$ cat src/rtl/example_mul_mac_pipe.sv
// Signed x unsigned multiply / multiply-accumulate with NUM_STAGE-deep register pipeline and saturating output.
// One shared enable advances every stage; the whole pipe stalls while a result waits on out_rdy.
module example_mul_mac_pipe #(
    parameter int ID         = 1,
    parameter int NUM_STAGE  = 3,
    parameter int DIN0_WIDTH = 14,
    parameter int DIN1_WIDTH = 6,
    parameter int DOUT_WIDTH = 20
) (
    input  logic                  ap_clk,
    input  logic                  ap_rst_n,
    input  logic                  in_vld,
    output logic                  in_rdy,
    input  logic [DIN0_WIDTH-1:0] din0,
    input  logic [DIN1_WIDTH-1:0] din1,
    input  logic                  mode,
    input  logic                  last,
    output logic                  out_vld,
    input  logic                  out_rdy,
    output logic [DOUT_WIDTH-1:0] dout,
    output logic                  ovf
);

    localparam int PW = DIN0_WIDTH + DIN1_WIDTH;
    localparam int SW = ((PW > DOUT_WIDTH) ? PW : DOUT_WIDTH) + 1;

    generate
        if (NUM_STAGE < 1 || DOUT_WIDTH < 2 || ID < 0) begin : g_bad_param
            $error("example_mul_mac_pipe: illegal parameter value");
        end
    endgenerate

    logic ce;
    logic take;

    assign ce     = ~out_vld | out_rdy;
    assign in_rdy = ap_rst_n & ce;
    assign take   = in_vld & in_rdy;

    // PW bits hold the exact product because din1 is non-negative.
    function automatic logic [PW-1:0] mul(input logic [DIN0_WIDTH-1:0] a,
                                          input logic [DIN1_WIDTH-1:0] b);
        logic signed [PW-1:0] ax;
        logic signed [PW-1:0] bx;
        ax = {{DIN1_WIDTH{a[DIN0_WIDTH-1]}}, a};
        bx = {{DIN0_WIDTH{1'b0}}, b};
        return ax * bx;
    endfunction

    logic          fin_vld;
    logic          fin_mode;
    logic          fin_last;
    logic [PW-1:0] fin_p;

    generate
        if (NUM_STAGE == 1) begin : g_comb
            assign fin_vld  = take;
            assign fin_mode = mode;
            assign fin_last = last;
            assign fin_p    = mul(din0, din1);
        end else begin : g_reg
            logic                  op_vld;
            logic                  op_mode;
            logic                  op_last;
            logic [DIN0_WIDTH-1:0] op_a;
            logic [DIN1_WIDTH-1:0] op_b;

            always_ff @(posedge ap_clk or negedge ap_rst_n) begin
                if (!ap_rst_n) begin
                    op_vld  <= 1'b0;
                    op_mode <= 1'b0;
                    op_last <= 1'b0;
                    op_a    <= '0;
                    op_b    <= '0;
                end else if (ce) begin
                    op_vld  <= take;
                    op_mode <= mode;
                    op_last <= last;
                    op_a    <= din0;
                    op_b    <= din1;
                end
            end

            if (NUM_STAGE == 2) begin : g_direct
                assign fin_vld  = op_vld;
                assign fin_mode = op_mode;
                assign fin_last = op_last;
                assign fin_p    = mul(op_a, op_b);
            end else begin : g_prod
                localparam int ND = NUM_STAGE - 2;

                logic [ND-1:0] pv;
                logic [ND-1:0] pm;
                logic [ND-1:0] pl;
                logic [PW-1:0] pp [ND];

                always_ff @(posedge ap_clk or negedge ap_rst_n) begin
                    if (!ap_rst_n) begin
                        pv <= '0;
                        pm <= '0;
                        pl <= '0;
                        for (int i = 0; i < ND; i++) pp[i] <= '0;
                    end else if (ce) begin
                        pv[0] <= op_vld;
                        pm[0] <= op_mode;
                        pl[0] <= op_last;
                        pp[0] <= mul(op_a, op_b);
                        for (int i = 1; i < ND; i++) begin
                            pv[i] <= pv[i-1];
                            pm[i] <= pm[i-1];
                            pl[i] <= pl[i-1];
                            pp[i] <= pp[i-1];
                        end
                    end
                end

                assign fin_vld  = pv[ND-1];
                assign fin_mode = pm[ND-1];
                assign fin_last = pl[ND-1];
                assign fin_p    = pp[ND-1];
            end
        end
    endgenerate

    logic [DOUT_WIDTH-1:0] acc;
    logic signed [SW-1:0]  p_ext;
    logic signed [SW-1:0]  acc_ext;
    logic signed [SW-1:0]  sel;
    logic                  sel_ovf;
    logic [DOUT_WIDTH-1:0] sel_sat;

    // The sum is one bit wider than either operand, so only the clamp can lose range.
    always_comb begin
        p_ext   = {{(SW-PW){fin_p[PW-1]}}, fin_p};
        acc_ext = {{(SW-DOUT_WIDTH){acc[DOUT_WIDTH-1]}}, acc};
        sel     = fin_mode ? (acc_ext + p_ext) : p_ext;
        sel_ovf = ~((&sel[SW-1:DOUT_WIDTH-1]) | ~(|sel[SW-1:DOUT_WIDTH-1]));
        sel_sat = sel_ovf ? {sel[SW-1], {(DOUT_WIDTH-1){~sel[SW-1]}}}
                          : sel[DOUT_WIDTH-1:0];
    end

    always_ff @(posedge ap_clk or negedge ap_rst_n) begin
        if (!ap_rst_n) begin
            out_vld <= 1'b0;
            dout    <= '0;
            acc     <= '0;
            ovf     <= 1'b0;
        end else if (ce) begin
            if (fin_vld) begin
                if (sel_ovf) ovf <= 1'b1;
                if (!fin_mode) begin
                    dout    <= sel_sat;
                    out_vld <= 1'b1;
                end else if (fin_last) begin
                    dout    <= sel_sat;
                    out_vld <= 1'b1;
                    acc     <= '0;
                end else begin
                    acc     <= sel_sat;
                    out_vld <= 1'b0;
                end
            end else begin
                out_vld <= 1'b0;
            end
        end
    end

endmodule

$ cat config.mk
export PLATFORM = sky130hd
export DESIGN_NAME = example_mul_mac_pipe
export DESIGN_NICKNAME = d
export VERILOG_FILES = /design/src/rtl/example_mul_mac_pipe.sv
export SDC_FILE = /design/constraint.sdc
export NUM_CORES = 1
export LEC_CHECK = 0
export BUFFER_PORTS_ARGS = -buffer_cell sky130_fd_sc_hd__buf_2
export CAP_MARGIN = 20
export CORE_MARGIN = 4
export CORE_UTILIZATION = 45
export DETAILED_ROUTE_END_ITERATION = 7
export GPL_TIMING_DRIVEN = 0
export HOLD_SLACK_MARGIN = 0.15
export RECOVER_POWER = 100
export SYNTH_ARGS = -nofsm -noshare
export SYNTH_HDL_FRONTEND = slang
export SYNTH_SLANG_ARGS = --single-unit
$ cat constraint.sdc
create_clock -name ap_clk -period 5.2 [get_ports ap_clk]
set_clock_uncertainty 0.15 [all_clocks]
set_input_delay 0.26 -clock ap_clk [delete_from_list [all_inputs] [get_ports ap_clk]]
set_output_delay 0.26 -clock ap_clk [all_outputs]
set_load 0.1 [all_outputs]
==> flow_summary_export.csv, run 1 <==
group,metric,value,unit
final_layout,fin_cells,1119,
synthesis,synthesis.nets,956,
critical_path,slowest_stage,"fa_1",
placed_design,dpl.cell_count,1079,
clock_tree,cts_tree,"yes",
synthesis,ys_types,63,
sta,finalSetupViolCount,0,
sta,rsz0062_at_grt,"no",
floorplanning,start_util,46.7,%
placed_design,postPlaceCellArea,8070,um2
critical_path,required,5.27,ns
floorplanning,ios,49,
clock_tree,clk_pin_slew,0.06,ns
synthesis,syn-instance-count,813,
run_status,outcome,"finished, violations left",
grt,track_usage,21.9,%
hold_path,hold_class,"register to register",
grt,grt_first_pass_wirelength,32.1,mm
routing,routed-wl-met3,527,um
placed_design,hpwlAfterDp,15.2,mm
synthesis,muxShareOfSynthArea,1.71,%
sta,slew_headroom,-74.1,%
synthesis,synthSimpleGateAreaFrac,18.5,%
routing,wl_met1,8.49,mm
routing,vias,5896,
synthesis,ys_seq_elements,88,
critical_path,worst_setup_path_end_kind,"register",
routing,vias_per_cell,5.27,
routing,dr.pass1.iters,4,
synthesis,synthAdderAreaFrac,25.3,%
job,cap_violations,1,
clock_tree,clk_latency,0.35,ns
critical_path,worst-path-buf-inv,3,
routing,drc,0,
critical_path,cp_cell_sequence,"clkbuf_2 > and2_1 > fa_1 > fa_1 > fa_1 > inv_1 > fa_1 > inv_1 > ha_1 > nor4_2 > o21ai_1 > a311oi_2 > nor2_1 > o41ai_2 > xnor2_1 > o21ai_0",
synthesis,synth.cell_area,7520,um2
sta,tightest_slew,2.61,ns
routing,wl,19.1,mm
synthesis,synth-xor-area-share,3.84,%
synthesis,synth_top_family_by_area,"adder cells",
sta,fmax,0.201,GHz
critical_path,criticalPathCategory,"register to register",
routing,first_iter_violations,268,
critical_path,cp_top_family,"adder cells",
sta,min_period,4.96,ns
synthesis,synth-edff-count,0,
sta,drv_slew,44,
floorplanning,die-area,18800,um2
clock_tree,cts_made_buffers,9,
floorplanning,die_width,137,um
synthesis,synth_compound_area_share,16.0,%
synthesis,ys_seq_area_share,29.3,%
critical_path,slowest_delay,0.54,ns
placed_design,io_buffers,48,
placed_design,gp_congestion,0.938,
floorplanning,num_rows,46,
critical_path,crit_path_frequent_cell,"fa_1",
run_status,failed_checks,"max-capacitance violations, max-slew violations",
routing,met2_length,9.66,mm
synthesis,yosys.area.top_type,"dfrtp_1",
final_layout,final_core_utilization,52.8,%
final_layout,antennaDiodeCount,0,
clock_tree,htreeDepth,3,
clock_tree,clk_path_buf_depth,2,
floorplanning,core-area,16100,um2
grt,first_global_vias,6099,
synthesis,ys_warn_count,0,
routing,top_layer,"met4",
sta,worst_slack,0.235,ns
routing,avgRoutedWirePerCell,17.0,um
critical_path,worst_ep_arrival_time,5.03,ns
synthesis,yosysTopAreaCellShare,29.3,%
critical_path,startpoint_type,"register",
grt,gr-total-overflow,0,
final_layout,syn_to_final_growth,13.2,%
synthesis,yosysMostFrequentCell,"nand2_1",
final_layout,nets,1041,
final_layout,drive_gt1_share,8.19,%
synthesis,synthTopCellsByCount,"nand2_1, dfrtp_1, inv_1",
clock_tree,clock-sinks,88,
clock_tree,clockRootBuffer,"clkbuf_16",
grt,antenna_found_initial,0,
routing,ant_nets,0,
grt,grt_max_degree,48,
synthesis,synthTopCellsByArea,"dfrtp_1, fa_1, ha_1, nand2_1, and2_1",
sta,fin_crit_sh,95.5,%
floorplanning,die_h,137,um
critical_path,cp_max_fo,10,
synthesis,avgSynthCellArea,9.25,um2
final_layout,final_cell_area,8520,um2
placed_design,dp_slack,-0.262,ns
sta,finalHoldViolCount,0,
synthesis,synth_flop_cell,"dfrtp_1",
synthesis,async_flop_share,100,%
[registers in the layout, indices dropped and copies added, names as in the netlist]
| signal | count |
|---|---|
| acc | 20 |
| dout | 20 |
| fin_last | 1 |
| fin_mode | 1 |
| fin_p | 20 |
| fin_vld | 1 |
| g_reg.op_a | 14 |
| g_reg.op_b | 6 |
| g_reg.op_last | 1 |
| g_reg.op_mode | 1 |
| g_reg.op_vld | 1 |
| out_vld | 1 |
| ovf | 1 |
[placed cells by master, fill, tap and decap left out, types with 4 or more instances in the layout]
master         count
buf_2             25
mux2i_1            5
o211ai_1           8
xnor2_1           23
dfrtp_1           85
dlygate4sd3_1     24
a31oi_1            7
o31ai_1            4
a21o_1            10
nand2b_1           4
and3_1             4
xor2_1            10
a21oi_1           31
inv_1             72
ha_1              59
and2_1            68
nor3_1            11
clkbuf_1          46
fa_1              58
mux2_2             7
nor2b_1            4
clkbuf_16          9
or3_1              5
a211oi_1           7
nand3_1           11
o21ai_0           41
nor2_1            27
nand2_1          144
o21bai_1           6
a22o_1            23
o21a_1             6
[cell type report]
type / count / area, um2
clock inverter: 4 / 28.8
clock buffer: 12 / 256
sequential: 88 / 2210
multi-input combinational: 622 / 4860
tap: 216 / 270
fill: 1523 / 7600
inverter: 73 / 274
buffer: 28 / 114
timing repair buffer: 76 / 504
[final timing paths]
check / start / endpoint / slack (ns) / depth (start not counted)
max reg2reg: g_reg.op_b[1]$_DFFE_PN0N_ / fin_p[19]$_DFFE_PN0N_ / 0.24 / 16
min in group asynchronous: ap_rst_n / acc[18]$_DFFE_PN0P_ / 1.12 / 2
max: g_reg.op_b[1]$_DFFE_PN0N_ / fin_p[19]$_DFFE_PN0N_ / 0.24 / 16
min: dout[4]$_DFFE_PN0P_ / dout[4]$_DFFE_PN0P_ / 0.33 / 2
max in group asynchronous: ap_rst_n / g_reg.op_b[5]$_DFFE_PN0N_ / 2.11 / 2
min reg2reg: dout[4]$_DFFE_PN0P_ / dout[4]$_DFFE_PN0P_ / 0.33 / 2
[logic make-up (layout without fill, tap and decap cells)]
logic type | count (synthesis) | in the layout
compound gates | 167 | 167
xor+xnor | 33 | 33
fa+ha+maj | 117 | 117
buf+inv | 103 | 193
flops | 88 | 88
mux | 12 | 12
simple gates | 293 | 293
[worst register-to-register path, delay by kind of cell, from the launching register on]
family	cells	cell delay, ns
flip-flops	1	0.43
XOR/XNOR	1	0.16
AND/OR/NAND/NOR	3	0.57
adder cells (fa/ha/maj)	5	2.32
buffers and inverters	3	0.31
AO/OA/AOI/OAI	4	0.89
[through the flow]
stage / TNS (ns) / hold WS (ns)
finish: 0 / 0.329
global route: 0 / 0.353
CTS: 0 / 0.327
detailed placement: -0.493 / 0.163
global placement: -0.290 / 0.307
floorplan: 0 / -0.186
[per-layer routing]
layer	up-vias	GRT usage [%]
met5	-	0
met1	2881	27.4
li1	2899	-
met4	0	6.49
met3	26	3.32
met2	90	39.1
[what timing repair did]
item,in CTS,in global routing
endpoints found under the hold margin,66,0
pin swaps,0,1
setup buffers,0,2
hold buffers,24,0
gates resized for setup,2,14
setup endpoints to repair,4,8
Power of run 1 is left out: the tool's default activity adds up to more than one toggle a clock period on the data nets, which glitch-free logic cannot reach.
==> run 2: changes to the inputs <==
- clock period: 5.2 -> 4.27 ns (I/O delays scaled with it)
==> run 2 against run 1 <==
Setup slack got worse by 0.75 ns. Critical endpoint unchanged. Fmax up 3.7%. Largest cell class unchanged. Wire length up 1.9%. Die area stayed put. Sequential share of layout area down 1.6 points. Global-route usage fell by 0.12 points. The run ends with max-capacitance violations, max-slew violations, negative setup slack left. Count of clock-buffer cells in the layout unchanged.
==> flow_summary_export.csv, run 2 (same netlist as run 1, synthesis figures left out) <==
group,metric,value,unit
run_status,outcome,"finished, violations left",
run_status,failed_checks,"max-capacitance violations, max-slew violations, negative setup slack",
clock_tree,htreeDepth,3,
sta,finalHoldViolCount,0,
floorplanning,num_rows,46,
critical_path,required,4.34,ns
critical_path,criticalPathCategory,"register to register",
grt,track_usage,21.8,%
sta,worst_slack,-0.516,ns
sta,rsz0062_at_grt,"yes",
floorplanning,ios,49,
final_layout,final_cell_mix,"nand2_1, dfrtp_1, inv_1",
grt,gr-total-overflow,0,
floorplanning,die_width,137,um
sta,fin_crit_sh,112,%
clock_tree,clock-sinks,88,
final_layout,syn_to_final_growth,20.8,%
routing,ant_nets,0,
critical_path,cp_max_fo,4,
sta,slew_headroom,-34.9,%
sta,finalSetupViolCount,10,
final_layout,antennaDiodeCount,0,
floorplanning,start_util,46.7,%
routing,dr.pass1.iters,4,
routing,vias_per_cell,5.29,
sta,min_period,4.79,ns
hold_path,hold_class,"input port to register",
clock_tree,clk_pin_slew,0.06,ns
floorplanning,die-area,18800,um2
grt,antenna_found_initial,0,
sta,tightest_slew,2.02,ns
placed_design,gp_congestion,0.916,
clock_tree,clk_latency,0.35,ns
clock_tree,clockRootBuffer,"clkbuf_16",
grt,grt_max_degree,52,
placed_design,io_buffers,48,
routing,avgRoutedWirePerCell,17.0,um
final_layout,nets,1069,
final_layout,fillerInstances,1514,
routing,vias,6057,
final_layout,final_common_cell,"nand2_1",
routing,first_iter_violations,288,
sta,drv_slew,41,
clock_tree,clk_path_buf_depth,2,
placed_design,hpwlAfterDp,15.2,mm
clock_tree,cts_made_buffers,9,
final_layout,fin_cells,1146,
critical_path,worst_setup_path_end_kind,"register",
floorplanning,die_h,137,um
grt,first_global_vias,6162,
final_layout,drive_gt1_share,15.7,%
sta,fmax,0.209,GHz
routing,drc,0,
placed_design,dpl.cell_count,1079,
placed_design,dp_slack,-0.666,ns
routing,wl,19.4,mm
clock_tree,cts_tree,"yes",
grt,grt_first_pass_wirelength,31.8,mm
sta,fin_hold_ws,0.274,ns
job,cap_violations,1,
floorplanning,core-area,16100,um2
critical_path,startpoint_type,"register",
critical_path,worst_ep_arrival_time,4.86,ns
run 2: final timing paths:
kind,end,startpoint,depth (start not counted),slack [ns]
worst min register to register,dout[3]$_DFFE_PN0P_,dout[3]$_DFFE_PN0P_,2,0.34
worst max register to register,fin_p[19]$_DFFE_PN0N_,g_reg.op_b[1]$_DFFE_PN0N_,18,-0.52
min in group asynchronous,dout[18]$_DFFE_PN0P_,ap_rst_n,2,0.83
worst min-delay path,fin_p[16]$_DFFE_PN0N_,out_rdy,5,0.27
max in group asynchronous,g_reg.op_a[5]$_DFFE_PN0N_,ap_rst_n,3,0.83
worst max-delay path,fin_p[19]$_DFFE_PN0N_,g_reg.op_b[1]$_DFFE_PN0N_,18,-0.52
run 2: critical path, cell delays in order (launching register included):
cell and delay, ns:
dfrtp_2 0.46, and2_4 0.18, fa_1 0.52, inv_1 0.05, fa_1 0.47, inv_1 0.05, fa_1 0.48, inv_1 0.05
fa_1 0.49, inv_2 0.04, ha_4 0.21, o21a_1 0.20, o21ai_1 0.14, nand2b_1 0.10, a311oi_2 0.42, nor2_1 0.14
o41ai_2 0.28, xnor2_1 0.16, o21ai_1 0.08
run 2: layer usage:
layer	track usage (%)	wire [um]	up-vias
li1	-	-	2958
met1	27.3	8530	2969
met2	38.1	9760	102
met3	3.76	626	28
met4	7.43	513	0
met5	0	0	-
run 2: timing repair:
item | in CTS | in global routing
resized for setup | 34 | 19
gates cloned | 0 | 1
endpoints found under the hold margin | 111 | 0
pin swaps | 29 | 17
endpoints found under the setup margin | 10 | 12
buffers inserted | 23 | 5
hold buffers | 24 | 0
run 2: layout make-up:
| class | instances | area, um2 | area share, % |
|---|---|---|---|
| multi-input cells | 622 | 5160 | 56.8 |
| flip-flops and latches | 88 | 2210 | 24.3 |
| repair buffers | 102 | 711 | 7.83 |
| inverters | 73 | 274 | 3.02 |
| well taps | 216 | 270 | 2.98 |
| clock buffers | 12 | 246 | 2.71 |
| plain buffers | 30 | 170 | 1.87 |
| clock inverters | 3 | 42.5 | 0.468 |
run 2: through the flow:
step	area, um2	utilization [%]	setup TNS [ns]
3_3_place_gp	8140	50.5	-3.60
6_report	9080	56.4	-3.51
4_1_cts	9000	55.9	-2.70
5_1_grt	9080	56.4	-4.89
3_5_place_dp	8180	50.7	-4.15
2_1_floorplan	7630	-	-0.299
Power of run 2 is left out for the same reason.
==> run 3: changes to the inputs <==
- SKIP_LAST_GASP: default -> 1
==> run 3 against run 2 <==
The run still ends with max-capacitance violations, max-slew violations, negative setup slack left. Fmax rose by 0.54%. First-iteration DRC count fell by 5.6%. Critical path depth did not move. Register-to-register slack improved by 0.03 ns. Global-route usage barely moved. Die area did not move. Worst hold slack improved by 0.0047 ns. Sequential share of layout area rose by 0.22 points. Core utilization fell by 0.50 points. Setup slack improved by 0.026 ns. Wire length fell by 0.35%. Non-clock buffer count fell by 1.
==> flow_summary_export.csv, run 3 (same netlist as run 1, synthesis figures left out) <==
group,metric,value,unit
routing,vias,6044,
final_layout,drive_gt1_share,15.1,%
clock_tree,clock-sinks,88,
floorplanning,ios,49,
job,cap_violations,1,
sta,rsz0062_at_grt,"yes",
grt,first_global_vias,6154,
floorplanning,die_h,137,um
clock_tree,cts_made_buffers,9,
routing,drc,0,
sta,drv_slew,41,
routing,wl,19.4,mm
critical_path,criticalPathCategory,"register to register",
grt,grt_max_degree,52,
placed_design,dp_slack,-0.666,ns
critical_path,worst_ep_arrival_time,4.83,ns
clock_tree,cts_tree,"yes",
critical_path,slowest_stage,"fa_1",
critical_path,slowest_delay,0.53,ns
clock_tree,clk_path_buf_depth,2,
clock_tree,clockRootBuffer,"clkbuf_16",
sta,slew_headroom,-34.8,%
grt,grt.busiest_layer,"met2",
placed_design,postPlaceCellArea,8180,um2
floorplanning,die-area,18800,um2
grt,grtUsageMet2,38.1,%
placed_design,gp_congestion,0.916,
grt,grtUsageMet1,27.2,%
run_status,failed_checks,"max-capacitance violations, max-slew violations, negative setup slack",
run_status,outcome,"finished, violations left",
sta,min_period,4.76,ns
final_layout,fin_cells,1145,
hold_path,hold_class,"input port to register",
placed_design,io_buffers,48,
placed_design,dpl.cell_count,1079,
critical_path,startpoint_type,"register",
routing,ant_nets,0,
floorplanning,die_width,137,um
grt,track_usage,21.8,%
critical_path,cp_max_fo,4,
clock_tree,htreeDepth,3,
floorplanning,core-area,16100,um2
routing,first_iter_violations,272,
grt,gr-total-overflow,0,
final_layout,final_common_cell,"nand2_1",
sta,fin_crit_sh,111,%
final_layout,nets,1068,
sta,finalHoldViolCount,0,
critical_path,required,4.34,ns
critical_path,worstRegToRegCells,18,
sta,finalSetupViolCount,10,
floorplanning,num_rows,46,
final_layout,final_core_utilization,55.8,%
routing,vias_per_cell,5.28,
sta,worst_slack,-0.490,ns
hold_path,min_path_cells,5,
final_layout,syn_to_final_growth,19.7,%
sta,tightest_slew,2.02,ns
grt,grt_first_pass_wirelength,31.7,mm
routing,dr.pass1.iters,4,
routing,avgRoutedWirePerCell,16.9,um
grt,grtUsageMet3,3.76,%
critical_path,worst_setup_path_end_kind,"register",
placed_design,hpwlAfterDp,15.2,mm
clock_tree,clk_pin_slew,0.06,ns
final_layout,antennaDiodeCount,0,
critical_path,crit_path_frequent_cell,"fa_1",
sta,fmax,0.210,GHz
grt,antenna_found_initial,0,
clock_tree,clk_latency,0.35,ns
final_layout,final_cell_mix,"nand2_1, dfrtp_1, inv_1",
final_layout,final_cell_area,9000,um2
floorplanning,start_util,46.7,%
critical_path,cp_cell_sequence,"and2_4 > fa_1 > inv_1 > fa_1 > inv_1 > fa_1 > inv_1 > fa_1 > inv_2 > ha_4 > o21a_1 > o21ai_1 > nand2b_1 > a311oi_2 > nor2_1 > o41ai_2 > xnor2_1 > o21ai_1",
==> run 3: path summary, 6_finish.rpt <==
check | from | endpoint | slack (ns)
setup / recovery | g_reg.op_b[1]$_DFFE_PN0N_ | fin_p[19]$_DFFE_PN0N_ | -0.49
hold / removal | out_rdy | fin_p[16]$_DFFE_PN0N_ | 0.28
setup reg to reg | g_reg.op_b[1]$_DFFE_PN0N_ | fin_p[19]$_DFFE_PN0N_ | -0.49
hold reg to reg | dout[3]$_DFFE_PN0P_ | dout[3]$_DFFE_PN0P_ | 0.34
max in group asynchronous | ap_rst_n | g_reg.op_a[5]$_DFFE_PN0N_ | 0.85
min in group asynchronous | ap_rst_n | dout[18]$_DFFE_PN0P_ | 0.84
==> run 3: per-layer routing <==
| metal | wire (um) | part of all wire (%) |
|---|---|---|
| met4 | 463 | 2.4 |
| met2 | 9800 | 51 |
| met3 | 699 | 3.6 |
| met1 | 8400 | 43 |
| met5 | 0 | 0 |
==> run 3: worst max-delay path, delay by kind of cell, from the launching register on <==
family	cells	cell delay, ns
compound gates	5	1.11
xor+xnor	1	0.16
fa+ha+maj	5	2.18
buf+inv	4	0.19
flops	1	0.45
simple gates	3	0.42
==> run 3: metrics by stage <==
step | hold WS [ns] | setup TNS [ns]
2_1_floorplan | -0.232 | -0.299
3_3_place_gp | 0.259 | -3.60
3_5_place_dp | 0.0719 | -4.15
4_1_cts | 0.247 | -2.71
5_1_grt | 0.305 | -7.52
6_report | 0.279 | -3.40
==> run 3: layout make-up <==
class,count,area [um2]
Fill cell,1528,7120
Clock buffer,12,246
Inverter,73,274
Timing Repair Buffer,101,693
Buffer,30,166
Multi-Input combinational cell,622,5100
Sequential cell,88,2210
Clock inverter,3,42.5
Tap cell,216,270
==> run 3: timing repair <==
| item | in CTS | in global routing |
|---|---|---|
| hold buffers | 24 | 0 |
| setup endpoints to repair | 10 | 12 |
| pin swaps | 29 | 16 |
| gates cloned | 0 | 1 |
| setup buffers | 23 | 4 |
| endpoints found under the hold margin | 111 | 0 |
| resized for setup | 32 | 20 |
Power of run 3 is left out for the same reason.
